<file path="src/rtl/bcd_pkg.sv">
// Shared definitions for the BCD-to-binary converter: digit geometry, FSM state
// type and a helper that computes the smallest binary width holding 10^DIGITS-1.
// No ports; imported by bcd_2_bin_if, bcd_mac10 and bcd_2_bin.
package bcd_pkg;

  localparam int unsigned BCD_DIGIT_W = 4;
  localparam logic [BCD_DIGIT_W-1:0] BCD_DIGIT_MAX = 4'd9;

  typedef enum logic {
    IDLE = 1'b0,
    CONV = 1'b1
  } state_t;

  // Bits needed to represent the largest DIGITS-digit decimal value.
  // Valid for digits <= 19 (fits a 64-bit unsigned intermediate).
  function automatic int min_bin_w(input int digits);
    longint unsigned max_val;
    int w;
    max_val = 64'd1;
    w       = 0;
    for (int i = 0; i < digits; i++) begin
      max_val = max_val * 64'd10;
    end
    max_val = max_val - 64'd1;
    for (int b = 0; b < 64; b++) begin
      if (max_val[b]) begin
        w = b + 1;
      end
    end
    return (w < 1) ? 1 : w;
  endfunction

endpackage

</file>
<file path="src/rtl/bcd_2_bin_if.sv">
// Handshake/data bundle between a controller and the BCD-to-binary converter.
// Ports: start/bcd from controller; busy/done/bin/err back from converter.
// master = controlling logic, slave = converter.
interface bcd_2_bin_if
  import bcd_pkg::*;
#(
  parameter int DIGITS = 4,
  parameter int BIN_W  = 14
);

  logic                          start;
  logic [BCD_DIGIT_W*DIGITS-1:0] bcd;
  logic                          busy;
  logic                          done;
  logic [BIN_W-1:0]              bin;
  logic                          err;

  modport master (
    output start,
    output bcd,
    input  busy,
    input  done,
    input  bin,
    input  err
  );

  modport slave (
    input  start,
    input  bcd,
    output busy,
    output done,
    output bin,
    output err
  );

endinterface

</file>
<file path="src/rtl/bcd_mac10.sv">
// Combinational acc*10 + digit via shift-add ((acc<<3)+(acc<<1)+digit), no multiplier.
// Latency: zero (pure combinational). No backpressure; result truncated to BIN_W.
// Ports: acc (BIN_W), digit (4 bits, taken at face value), result (BIN_W).
module bcd_mac10
  import bcd_pkg::*;
#(
  parameter int BIN_W = 14
) (
  input  logic [BIN_W-1:0]       acc,
  input  logic [BCD_DIGIT_W-1:0] digit,
  output logic [BIN_W-1:0]       result
);

  // All terms are BIN_W wide, so the sum wraps modulo 2^BIN_W.
  assign result = (acc << 3) + (acc << 1) + BIN_W'(digit);

endmodule

</file>
<file path="src/rtl/bcd_2_bin.sv">
// Sequential packed-BCD to unsigned binary converter, one digit per clock, MSD first.
// Latency: DONE and BIN appear DIGITS+1 edges after START is sampled in IDLE.
// Backpressure: START is only sampled in IDLE; requests while BUSY are dropped.
// Ports: CLK_i, RST_i (sync, active-high); bus (bcd_2_bin_if.slave): start, bcd in;
//   busy, done, bin, err out.
// Optional: define BCD_2_BIN_ERR_CHECK_EN to flag nibbles above 9 on err; otherwise
//   err is tied low and no checking logic exists.
module bcd_2_bin
  import bcd_pkg::*;
#(
  parameter int DIGITS = 4,
  parameter int BIN_W  = 14
) (
  input  logic         CLK_i,
  input  logic         RST_i,
  bcd_2_bin_if.slave   bus
);

  localparam int SH_W  = BCD_DIGIT_W * DIGITS;
  localparam int CNT_W = (DIGITS > 1) ? $clog2(DIGITS) : 1;

  // Refuse to elaborate if BIN cannot hold the largest decimal input.
  if (BIN_W < min_bin_w(DIGITS)) begin : g_bin_w_check
    $error("bcd_2_bin: BIN_W too small for DIGITS");
  end

  state_t                 state;
  logic [SH_W-1:0]        shreg;
  logic [BIN_W-1:0]       acc;
  logic [CNT_W-1:0]       cnt;
  logic                   busy;
  logic                   done;
  logic [BIN_W-1:0]       bin;

  logic [BCD_DIGIT_W-1:0] nibble;
  logic [BIN_W-1:0]       acc_next;
  logic                   last_digit;

  // The digit being consumed is always the top nibble; the register shifts left.
  assign nibble     = shreg[SH_W-1 -: BCD_DIGIT_W];
  assign last_digit = (cnt == '0);

  bcd_mac10 #(
    .BIN_W (BIN_W)
  ) u_mac10 (
    .acc    (acc),
    .digit  (nibble),
    .result (acc_next)
  );

  always_ff @(posedge CLK_i) begin
    if (RST_i) begin
      state <= IDLE;
      shreg <= '0;
      acc   <= '0;
      cnt   <= '0;
      busy  <= 1'b0;
      done  <= 1'b0;
      bin   <= '0;
    end else begin
      case (state)
        IDLE: begin
          done <= 1'b0;
          if (bus.start) begin
            shreg <= bus.bcd;
            acc   <= '0;
            cnt   <= CNT_W'(DIGITS - 1);
            busy  <= 1'b1;
            state <= CONV;
          end
        end
        CONV: begin
          acc   <= acc_next;
          shreg <= shreg << BCD_DIGIT_W;
          cnt   <= cnt - 1'b1;
          if (last_digit) begin
            // acc_next already includes the final digit.
            bin   <= acc_next;
            done  <= 1'b1;
            busy  <= 1'b0;
            state <= IDLE;
          end
        end
        default: begin
          state <= IDLE;
        end
      endcase
    end
  end

  assign bus.busy = busy;
  assign bus.done = done;
  assign bus.bin  = bin;

`ifdef BCD_2_BIN_ERR_CHECK_EN
  logic err_flag;
  logic err;
  logic digit_bad;

  assign digit_bad = (nibble > BCD_DIGIT_MAX);

  // err_flag collects bad digits of the conversion in flight; err is the
  // published copy, updated only at completion so it lines up with done.
  always_ff @(posedge CLK_i) begin
    if (RST_i) begin
      err_flag <= 1'b0;
      err      <= 1'b0;
    end else if (state == IDLE) begin
      if (bus.start) begin
        err_flag <= 1'b0;
      end
    end else begin
      err_flag <= err_flag | digit_bad;
      if (last_digit) begin
        err <= err_flag | digit_bad;
      end
    end
  end

  assign bus.err = err;
`else
  assign bus.err = 1'b0;
`endif

endmodule
</file>
<file path="src/flat_wrapper.sv">
// flat-port wrapper written by rule: the top's interface ports become plain ports
module bcd_2_bin_flat import bcd_pkg::*;
#(
  parameter int DIGITS = 4,
  parameter int BIN_W  = 14
)
  (CLK_i, RST_i, bus_start, bus_bcd, bus_busy, bus_done, bus_bin, bus_err);
  bcd_2_bin_if #(.DIGITS(DIGITS), .BIN_W(BIN_W)) bus_i ();
  input  logic CLK_i;
  input  logic RST_i;
  input wire logic [$bits(bus_i.start)-1:0] bus_start;
  input wire logic [$bits(bus_i.bcd)-1:0] bus_bcd;
  output wire logic [$bits(bus_i.busy)-1:0] bus_busy;
  output wire logic [$bits(bus_i.done)-1:0] bus_done;
  output wire logic [$bits(bus_i.bin)-1:0] bus_bin;
  output wire logic [$bits(bus_i.err)-1:0] bus_err;
  assign bus_i.start = bus_start;
  assign bus_i.bcd = bus_bcd;
  assign bus_busy = bus_i.busy;
  assign bus_done = bus_i.done;
  assign bus_bin = bus_i.bin;
  assign bus_err = bus_i.err;
  bcd_2_bin #(.DIGITS(DIGITS), .BIN_W(BIN_W)) u_core (.CLK_i(CLK_i), .RST_i(RST_i), .bus(bus_i));
endmodule
</file>
<file path="config.mk">
export PLATFORM = sky130hd
export DESIGN_NAME = bcd_2_bin_flat
export DESIGN_NICKNAME = d
export VERILOG_FILES = /design/src/rtl/bcd_pkg.sv /design/src/rtl/bcd_2_bin_if.sv /design/src/rtl/bcd_mac10.sv /design/src/rtl/bcd_2_bin.sv /design/src/flat_wrapper.sv
export SDC_FILE = /design/constraint.sdc
export NUM_CORES = 1
export LEC_CHECK = 0
export ABC_AREA = 1
export BUFFER_PORTS_ARGS = -buffer_cell sky130_fd_sc_hd__buf_2
export CORE_AREA = 5 5 94 96
export DETAILED_ROUTE_END_ITERATION = 12
export DIE_AREA = 0 0 99 101
export GPL_ROUTABILITY_DRIVEN = 0
export SETUP_SLACK_MARGIN = 0.05
export SYNTH_ARGS = -nofsm -noshare
export SYNTH_HDL_FRONTEND = slang
export SYNTH_HIERARCHICAL = 1
export SYNTH_SLANG_ARGS = --single-unit
export TNS_END_PERCENT = 20
</file>
<file path="constraint.sdc">
create_clock -name CLK_i -period 3.5 [get_ports CLK_i]
set_input_delay 0.35 -clock CLK_i [delete_from_list [all_inputs] [get_ports CLK_i]]
set_output_delay 0.35 -clock CLK_i [all_outputs]
set_load 0.01 [all_outputs]
</file>
==> results.sh <==
export IMPL_cts_tree="done"
export IMPL_fin_skew_ns=0.00754
export IMPL_grt_pass1_wl_um=10200
export IMPL_syn_cell_area_sq_um=2690
export IMPL_r2r_start="u_core/acc[0]"
export IMPL_io_buffers=34
export IMPL_max_stage_delay_ns=0.52
export IMPL_finalHoldViolations=0
export IMPL_syn_nets=440
export IMPL_wire_per_inst_um=11.5
export IMPL_dp_final_hpwl_um=4530
export IMPL_clk_latency_ns=0.30
export IMPL_grt_pass1_vias=2294
export IMPL_worst_setup_path_type="flip-flop to flip-flop"
export IMPL_syn_to_final_growth_pct=11.7
export IMPL_die_x_um=99
export IMPL_clock_sinks=48
export IMPL_grt_overflow=0
export IMPL_synth_cells=395
export IMPL_end_kind="flip-flop"
export IMPL_maxSlewViolCount=0
export IMPL_p_seq_share_pct=54.5
export IMPL_crit_fanout=4
export IMPL_rows=33
export IMPL_ios=36
export IMPL_clkPwrFrac_pct=32.2
export IMPL_final_seq_area_sq_um=961
export IMPL_drt_total_wl_um=6040
export IMPL_diodes=0
export IMPL_cp_arrival_ns=2.49
export IMPL_ir_drop_mv=0.200
export IMPL_ant_nets=0
export IMPL_post_route_period_util_pct=64.8
export IMPL_stdcell_area_sq_um=3010
export IMPL_clk_pin_slew_worst_paths_ns=0.09
export IMPL_antenna_found_initial=0
export IMPL_clockBufferDepth=2
export IMPL_hold_ws_ns=0.283
export IMPL_die_area_sq_um=10000
export IMPL_multi_input_area_sq_um=1470
export IMPL_slew_limit_headroom_pct=56.6
export IMPL_tightest_slew_ns=0.650
export IMPL_fin_tns_setup_ns=0
export IMPL_comb_power_share_pct=13.3
export IMPL_p_sw_uw=297
export IMPL_cts_setup_buffers=0
export IMPL_postPlaceCellArea_sq_um=2920
export IMPL_maxCapViolations=0
export IMPL_power_total_uw=1080
export IMPL_required_ns=3.73
export IMPL_instances_no_fill=527
export IMPL_place_inst=519
export IMPL_drc_errors=0
export IMPL_cts_root_buffer="clkbuf_8"
export IMPL_fmax_mhz=441
export IMPL_die_y_um=101
export IMPL_n_fill_cell=838
export IMPL_start_util_pct=33.8
export IMPL_power_per_cell_area_nw_per_um2=359
export IMPL_status="finished, final reports clean"
export IMPL_internal_power_uw=781
export IMPL_yosys_warnings=6
export IMPL_rsz0062_at_grt="no"
export IMPL_drive_gt1_share_pct=12.1
export IMPL_vias_per_cell=4.57
export IMPL_cts_max_level=2
export IMPL_min_path_type="primary input to flip-flop"
export IMPL_layout_nets=466
export IMPL_cts_resized=0
export IMPL_slowest_stage="fa_1"
export IMPL_cts_buffers=5
export IMPL_grt_usage_pct=12.3
export IMPL_hold_buffers=0
export IMPL_path_cells="inv_1, fa_1, inv_1, fa_1, nand2_1, nand3_1, nand3_1, nand3_1, nand2_1, nand2_1, a21oi_1"
export IMPL_setup_viol=0
export IMPL_critPathLaunchType="flip-flop"
export IMPL_avgSynthCellArea_sq_um=6.82
export IMPL_grt_max_degree=28
export IMPL_startpoint="u_core/acc[0]"
export IMPL_switching_share_pct=27.6
export IMPL_holdCritStartpoint="bus_bcd[2]"
export IMPL_drtIter0Drc=131
export IMPL_final_min_clock_period_ns=2.27
export IMPL_vias=2408
export IMPL_first_pass_iters=4
export IMPL_coreArea_sq_um=7970
export IMPL_leakage_uw=0.00160
==> routing by layer <==
layer  global-route usage (%)  part of all wire [%]
met1                     15.3                    47
met2                     21.1                    47
met3                     2.21                   3.8
met4                     4.41                   1.8
met5                        0                     0
==> registers in the layout, indices dropped and copies added (netlist names) <==
register         flops
u_core/bus.bin      14
u_core/acc          13
u_core/cnt           2
u_core/bus.done      1
u_core/bus.busy      1
u_core/shreg        16
u_core/state         1
==> power by group through the flow <==
stage | clock network (uW) | registers [uW] | logic, uW
floorplan | 0 | 601 | 104
global placement | 0 | 601 | 144
detailed placement | 0 | 601 | 145
CTS | 358 | 589 | 145
global route | 377 | 592 | 163
finish | 347 | 588 | 143
==> critical path, delay by kind of cell, from the launching register on <==
kind,cells,cell delay [ns]
simple gates,6,0.52
buf+inv,2,0.14
flops,1,0.36
compound gates,1,0.16
fa+ha+maj,2,1.02
==> area by class of cell <==
class                           instances  area share [%]
Sequential cell                        48            31.9
Multi-Input combinational cell        284            48.7
Clock inverter                          2           0.333
Clock buffer                            6            2.75
Tap cell                              105            4.37
Inverter                               46            5.74
Timing Repair Buffer                   36            6.16
==> stage by stage <==
step / utilization [%] / setup slack (ns)
2_1_floorplan: - / 1.44
3_3_place_gp: 36.6 / 1.33
3_5_place_dp: 36.6 / 1.26
4_1_cts: 37.7 / 1.21
5_1_grt: 37.7 / 1.13
6_report: 37.7 / 1.23
==> path summary, 6_finish.rpt <==
kind | to | slack (ns) | cells after the start
setup / recovery | u_core/bus.bin[10] | 1.23 | 11
hold / removal | u_core/shreg[2] | 0.28 | 3
setup reg to reg | u_core/bus.bin[10] | 1.23 | 11
hold reg to reg | u_core/bus.bin[11] | 0.47 | 2
==> placed cells by master (no fill, tap or decap) <==
cell type  count
nor2_2         2
nor3_1         2
nand2_1      139
xor2_1         5
buf_2         34
nand2_2        1
fa_1           2
nand3_1       35
clkbuf_8       6
inv_1         44
nor2_1        26
inv_2          2
ha_1          24
clkinv_2       2
nand4_1        3
nand3_2        1
or2_2          1
dfxtp_1       48
o21ai_0        8
buf_4          2
nand3b_1       1
xnor2_1        1
o21ai_1        1
conb_1         1
a21oi_1       30
o21a_1         1
Note: power is estimated with default switching activity, not from simulation.
